<file path="src/rtl/rs232_pkg.sv">
// rs232_pkg: constants and FSM encoding shared by the RS-232 transmitter and receiver
package rs232_pkg;
  localparam logic [7:0] STX = 8'h02;
  localparam logic [7:0] ETX = 8'h03;
  localparam int BIT_CYCLES_DEF = 47;
  typedef enum logic [2:0] {IDLE, START_BIT, DATA_BIT, STOP_BIT, NEXT_BYTE, DONE} tx_state_t;
endpackage

</file>
<file path="src/rtl/tx_packet_if.sv">
// tx_packet_if: request/response bundle between a RAM read port and the packet transmitter
//   tx_start/addr/data_in : request, driven by master
//   tx_out/busy/done      : serial line and status, driven by slave
interface tx_packet_if;
  logic        tx_start;
  logic [6:0]  addr;
  logic [31:0] data_in;
  logic        tx_out;
  logic        busy;
  logic        done;
  modport master (output tx_start, addr, data_in, input tx_out, busy, done);
  modport slave  (input tx_start, addr, data_in, output tx_out, busy, done);
endinterface

</file>
<file path="src/rtl/tx_packet.sv">
// tx_packet: sends an 8-byte read-response packet (STX, addr, data LSB first, 00, ETX) as 8N1 serial
//   clk, rst : clock and asynchronous active-high reset
//   bus      : tx_packet_if slave (tx_start/addr/data_in in, tx_out/busy/done out)
module tx_packet
  import rs232_pkg::*;
#(
  parameter int BIT_CYCLES = BIT_CYCLES_DEF,
  parameter int PKT_BYTES  = 8
) (
  input  logic       clk,
  input  logic       rst,
  tx_packet_if.slave bus
);
  localparam int TW = $clog2(BIT_CYCLES);
  localparam logic [2:0] LAST_BYTE = 3'(PKT_BYTES - 1);
  tx_state_t state, state_d;
  logic [TW-1:0] tmr, tmr_d;
  logic [2:0] bit_cnt, bit_cnt_d, byte_cnt, byte_cnt_d;
  logic [63:0] frame;
  logic [7:0] cur;
  logic accept, last, line_d, busy_d;
  // done is still high in the first IDLE cycle, so a request then is refused
  assign accept = state == IDLE && bus.tx_start && !bus.done;
  assign last   = tmr == TW'(BIT_CYCLES - 1);
  assign cur    = frame[{byte_cnt, 3'd0} +: 8];
  // NEXT_BYTE is never occupied: the byte decision is taken in the final stop-bit cycle
  always_comb begin
    state_d    = state;
    bit_cnt_d  = bit_cnt;
    byte_cnt_d = byte_cnt;
    tmr_d      = (state == IDLE || state == DONE || last) ? '0 : tmr + 1'b1;
    case (state)
      IDLE:      if (accept) begin state_d = START_BIT; byte_cnt_d = '0; end
      START_BIT: if (last) begin state_d = DATA_BIT; bit_cnt_d = '0; end
      DATA_BIT:  if (last) begin bit_cnt_d = bit_cnt + 1'b1; state_d = bit_cnt == 3'd7 ? STOP_BIT : DATA_BIT; end
      STOP_BIT:  if (last) begin
                   state_d    = byte_cnt == LAST_BYTE ? DONE : START_BIT;
                   byte_cnt_d = byte_cnt == LAST_BYTE ? byte_cnt : byte_cnt + 1'b1;
                 end
      DONE:      begin state_d = IDLE; byte_cnt_d = '0; end
      default:   state_d = IDLE;
    endcase
    // line and busy are registered one cycle behind the state they describe
    line_d = state == START_BIT ? 1'b0 : state == DATA_BIT ? cur[bit_cnt] : 1'b1;
    busy_d = state == IDLE ? accept : state != DONE;
  end
  always_ff @(posedge clk or posedge rst)
    if (rst) begin
      state      <= IDLE;
      tmr        <= '0;
      bit_cnt    <= '0;
      byte_cnt   <= '0;
      frame      <= '0;
      bus.tx_out <= 1'b1;
      bus.busy   <= 1'b0;
      bus.done   <= 1'b0;
    end else begin
      state      <= state_d;
      tmr        <= tmr_d;
      bit_cnt    <= bit_cnt_d;
      byte_cnt   <= byte_cnt_d;
      if (accept) frame <= {ETX, 8'h00, bus.data_in, 1'b0, bus.addr, STX};
      bus.tx_out <= line_d;
      bus.busy   <= busy_d;
      bus.done   <= state == DONE;
    end
endmodule

</file>
<file path="src/flat_wrapper.sv">
// flat-port wrapper written by rule: the top's interface ports become plain ports
module tx_packet_flat import rs232_pkg::*;
#(
  parameter int BIT_CYCLES = BIT_CYCLES_DEF,
  parameter int PKT_BYTES  = 8
)
  (clk, rst, bus_tx_start, bus_addr, bus_data_in, bus_tx_out, bus_busy, bus_done);
  tx_packet_if bus_i ();
  input  logic clk;
  input  logic rst;
  input wire logic [$bits(bus_i.tx_start)-1:0] bus_tx_start;
  input wire logic [$bits(bus_i.addr)-1:0] bus_addr;
  input wire logic [$bits(bus_i.data_in)-1:0] bus_data_in;
  output wire logic [$bits(bus_i.tx_out)-1:0] bus_tx_out;
  output wire logic [$bits(bus_i.busy)-1:0] bus_busy;
  output wire logic [$bits(bus_i.done)-1:0] bus_done;
  assign bus_i.tx_start = bus_tx_start;
  assign bus_i.addr = bus_addr;
  assign bus_i.data_in = bus_data_in;
  assign bus_tx_out = bus_i.tx_out;
  assign bus_busy = bus_i.busy;
  assign bus_done = bus_i.done;
  tx_packet #(.BIT_CYCLES(BIT_CYCLES), .PKT_BYTES(PKT_BYTES)) u_core (.clk(clk), .rst(rst), .bus(bus_i));
endmodule
</file>
<file path="config.mk">
export PLATFORM = sky130hd
export DESIGN_NAME = tx_packet_flat
export DESIGN_NICKNAME = d
export VERILOG_FILES = /design/src/rtl/rs232_pkg.sv /design/src/rtl/tx_packet_if.sv /design/src/rtl/tx_packet.sv /design/src/flat_wrapper.sv
export SDC_FILE = /design/constraint.sdc
export NUM_CORES = 1
export LEC_CHECK = 0
export ABC_CLOCK_PERIOD_IN_PS = 5120
export CAP_MARGIN = 0
export CORE_MARGIN = 2
export CORE_UTILIZATION = 39
export DETAILED_ROUTE_END_ITERATION = 6
export PLACE_DENSITY = 0.71
export SLEW_MARGIN = 20
export SYNTH_ARGS = -nofsm -noshare
export SYNTH_HDL_FRONTEND = slang
export SYNTH_SLANG_ARGS = --single-unit
</file>
<file path="constraint.sdc">
create_clock -name clk -period 5.12 [get_ports clk]
set_input_delay 1.024 -clock clk [delete_from_list [all_inputs] [get_ports clk]]
set_output_delay 1.024 -clock clk [all_outputs]
set_load 0.02 [all_outputs]
</file>
Yosys cells after proc, flatten, opt, wreduce, memory -nomap -nowiden
Cells that the tools add are included.
- register bits: 59
- bits in latches: 0
- RAM bits: 0
- memory bits (read-only): 0
- output and inout port bits: 3
- logic and storage cells: 57
- memories: 0
- add/subtract/negate cells: 3
- multiply operators: 0
- divide/modulo/power cells: 0
- magnitude comparators: 1
- equal/unequal tests: 13
- shift-type cells: 1
- muxes and demuxes: 20
- bitwise logic cells: 0
- reduce and logical (&&, ||, !) cells: 11
- operator list (cell ; count):
    $shiftx 64x7->8 ; 1
    $mux 3 ; 10
    $pmux 3 s4 ; 1
    $eq 3x3->1 const B ; 3
    $pmux 3 s3 ; 1
    $ne 2x1->1 const B ; 4
    $reduce_and 4->1 ; 2
    $add 3x1->3 const B ; 2
    $add 6x1->6 const B ; 1
    $eq 3x2->1 const B ; 2
    $eq 6x6->1 const B ; 1
    $mux 6 ; 1
    $pmux 3 s2 ; 1
    $mux 1 ; 5
    $lt 3x4->1 const B ; 1
    $bmux 1 s3 ; 1
    $eq 3x1->1 const B ; 1
    $logic_not 3->1 ; 1
    $ne 3x3->1 const B ; 1
    $reduce_and 3->1 ; 1
    $reduce_bool 3->1 ; 1
    $logic_and 1x1->1 ; 2
    $logic_or 1x1->1 ; 2
    $ne 2x2->1 const B ; 1
    other kinds (2) ; 2

Longest topological paths before layout
- depth in word-level cells: 5
- gate-level depth with buffers: 6
- depth with buffers taken out: 6

Worst setup path after synthesis
OpenSTA, ideal clock, no wires.
- path kind: in2reg
- from: input bus_tx_start
- to: register u_core.frame[10]
- setup time: 0.128 ns
- data arrival time: 2.090 ns
- setup slack: 2.903 ns
- cell stages on the path: 5
- buffers on the path: 1
- cell sequence: nand2b_1 -> or3_1 -> nor2_1 -> buf_4 -> mux2_1
- cells in the longest elaborated chain, start to end: 2
- ends and longest elaborated chain (item ; line ; source):
    from (decl) ; flat_wrapper.sv:11 ; input wire logic [$bits(bus_i.tx_start)-1:0] bus_tx_start;
    $logic_and 1x1->1 (2 in series) ; tx_packet.sv:23 ; assign accept = state == IDLE && bus.tx_start && !bus.done;
    to (signal assigned) ; tx_packet.sv:62 ; if (accept) frame <= {ETX, 8'h00, bus.data_in, 1'b0, bus.addr, STX};
    to (decl) ; tx_packet.sv:19 ; logic [63:0] frame;
No other way between the ends.
A chain may end at the register's enable or synchronous reset.

Worst setup path after layout
- from: input bus_tx_start
- to: register u_core.frame[32]
Same word-level chain as after synthesis.

==> results.cfg <==
[detailed_routing]
drtIter0Drc = 92
routed_wl_um = 5040
wl_met2_um = 2330
drc = 0
route.met3.wl_um = 247
top_layer = met4
routed_via_density = 4.98
drtAntennaViolNets = 0
drt_pass1_iterations = 4
wl_per_cell_um = 13.7
m1WireLength_um = 2390
vias = 1834

[setup_path]
ff2ff_setup_slack_ns = 2.75
critPathArrivalTime_ns = 3.01
required_ns = 5.34
crit_path_end_kind = flop
cp_max_fo = 23
startpoint_type = input pin
critical_path_class = input pin to flop

[die]
start_util_pct = 39.6
core_area_mm2 = 0.00714
rows = 31
ios = 45
die_w_um = 89.2
die_h_um = 89.2
die-area_mm2 = 0.00795

[timing]
max_freq_mhz = 359
final_hold_viol_count = 0
fin_tns_setup_ns = 0
finClkSkew_ns = 0.00519
period_share_pct = 54.5
rsz0062_at_grt = no
fin_hold_ws_ns = 0.484
drv_slew = 0
relSlewSlack_pct = 34.0
tightest_slew_ns = 0.990
min_period_ns = 2.79
setup_viol = 0

[clocking]
ctsResizeCount = 0
postCtsSetupRepairBufs = 0
holdBufCountCts = 0
clkLatencyLatePin_ns = 0.33
cts_buffer_depth = 2
clockRootBuffer = clkbuf_8
tritoncts = yes
clkSinkCount = 58
path_clk_slew_ns = 0.06
htree_num_levels = 3
cts_made_buffers = 9

[yosys]
postSynthCellCount = 219
synth_area_per_cell_um2 = 12.9
syn_nets = 267
synth_edf_count = 0
async_reset_ff_share_pct = 100
netlist_area_mm2 = 0.00283
yosys_warnings = 0
synth-main-ff-cell = dfrtp_1
ys_ff_latch = 58
synth_seq_area_share_pct = 51.4
synth_cell_types = 47

[cells_and_area]
final_cell_mix = dfrtp_1, clkdlybuf4s50_1, mux2_1, mux2i_1, nor2_1
diodes = 0
drive_gt1_share_pct = 11.2
nNetsFinal = 312
final.fill_count = 654
fin_cells = 368
synthToLayoutAreaGrowth_pct = 26.6
mostFrequentLayoutCell = dfrtp_1
final_core_util_pct = 50.2
final_cell_area_mm2 = 0.00358

[placement]
gp_congestion = 0.803
place_area_mm2 = 0.00333
placedCellCount = 351
dp_hpwl_um = 3430
port_buffers = 44

[hold_path]
holdCritPathClass = flop to flop

[pwr]
p_per_area_mw_per_mm2 = 280
p_leak_nw = 1.52
vdd_drop_max_mv = 0.167

[global_routing]
grt_pass1_wl_um = 8200
antenna_found_initial = 0
track_usage_pct = 13.9
grt_overflow = 0
grt_pass1_vias = 1788
grt_max_degree = 59

[status]
outcome = complete, no violations

[flow_run]
maxCapViolations = 0
==> registers in the layout (all words and copies together) (netlist names) <==
name	flops
u_core.frame	40
u_core.state	3
u_core.bit_cnt	3
u_core.byte_cnt	3
u_core.bus.busy	1
u_core.tmr	6
u_core.bus.done	1
u_core.bus.tx_out	1
==> critical path: stages <==
cell and delay [ns]:
clkdlybuf4s50_1 0.47, nand2b_1 0.07, or3_1 0.37, nor2_4 0.48, buf_16 0.24, mux2_1 0.34
==> per-stage QoR <==
step	setup slack [ns]	power, mW
floorplan	2.67	0.510
global placement	1.77	0.549
detailed placement	1.77	0.551
CTS	2.13	1.02
global route	2.22	1.05
finish	2.33	1.00
==> synth_stat cells, drive strengths merged (2+ instances only) <==
library cell	number	area, µm²
a21oi	2	10.0
a22o	6	52.6
and2	2	12.5
and3	2	12.5
buf	6	46.3
clkbuf	6	26.3
dfrtp	57	1430
ha	6	75.1
inv	6	22.5
mux2	39	439
mux2i	15	150
mux4	5	113
nand2	8	30.0
nand2b	2	12.5
nand3	2	10.0
nor2	14	52.6
nor2b	3	18.8
nor3b	2	20.0
nor4b	2	17.5
o21ai	5	25.0
o22ai	3	25.0
o32ai	2	17.5
or2	2	12.5
or3b	2	17.5
xnor2	3	26.3
xor2	2	17.5
==> routing by layer <==
| metal | vias to the layer above | GRT usage [%] |
|---|---|---|
| met4 | 0 | 5.29 |
| met1 | 909 | 18.1 |
| met2 | 34 | 20.9 |
| met5 | - | 0 |
| met3 | 7 | 5.54 |
| li1 | 884 | - |
==> kinds of logic (layout without fill, tap and decap cells) <==
logic type	Yosys count	in the layout	share of synthesized area, %
compound gates	25	25	6.64
xor+xnor	5	5	1.55
fa+ha+maj	6	6	2.65
buf+inv	18	68	3.36
flops	58	58	51.4
mux	59	59	24.8
simple gates	48	48	9.60
==> worst paths after layout <==
kind,from,to,cells past startpoint
hold reg to reg,u_core.frame[16]$_DFFE_PP0P_,u_core.frame[16]$_DFFE_PP0P_,1
setup / recovery,bus_tx_start,u_core.frame[32]$_DFFE_PP0P_,6
max in group asynchronous,rst,u_core.frame[14]$_DFFE_PP0P_,3
hold / removal,u_core.frame[16]$_DFFE_PP0P_,u_core.frame[16]$_DFFE_PP0P_,1
setup reg to reg,u_core.byte_cnt[0]$_DFFE_PP0P_,u_core.bus.tx_out$_DFF_PP1_,4
min in group asynchronous,rst,u_core.tmr[1]$_DFF_PP0_,3
==> final cells by class <==
class / instances / area, µm² / share of cell area [%]
sequential: 58 / 1450 / 40.6
clock inverter: 5 / 77.6 / 2.17
clock buffer: 11 / 141 / 3.95
multi-input combinational: 143 / 1290 / 36.0
inverter: 6 / 22.5 / 0.629
tap: 99 / 124 / 3.46
timing repair buffer: 46 / 475 / 13.3
==> report_power, final <==
group | internal, mW | switching (mW) | leakage (nW)
Clock | 0.286 | 0.177 | 0.109
Combinational | 0.0397 | 0.0191 | 0.666
Sequential | 0.474 | 0.00754 | 0.747
Total | 0.800 | 0.204 | 1.52
No activity file was read; power rests on OpenSTA's default activity.
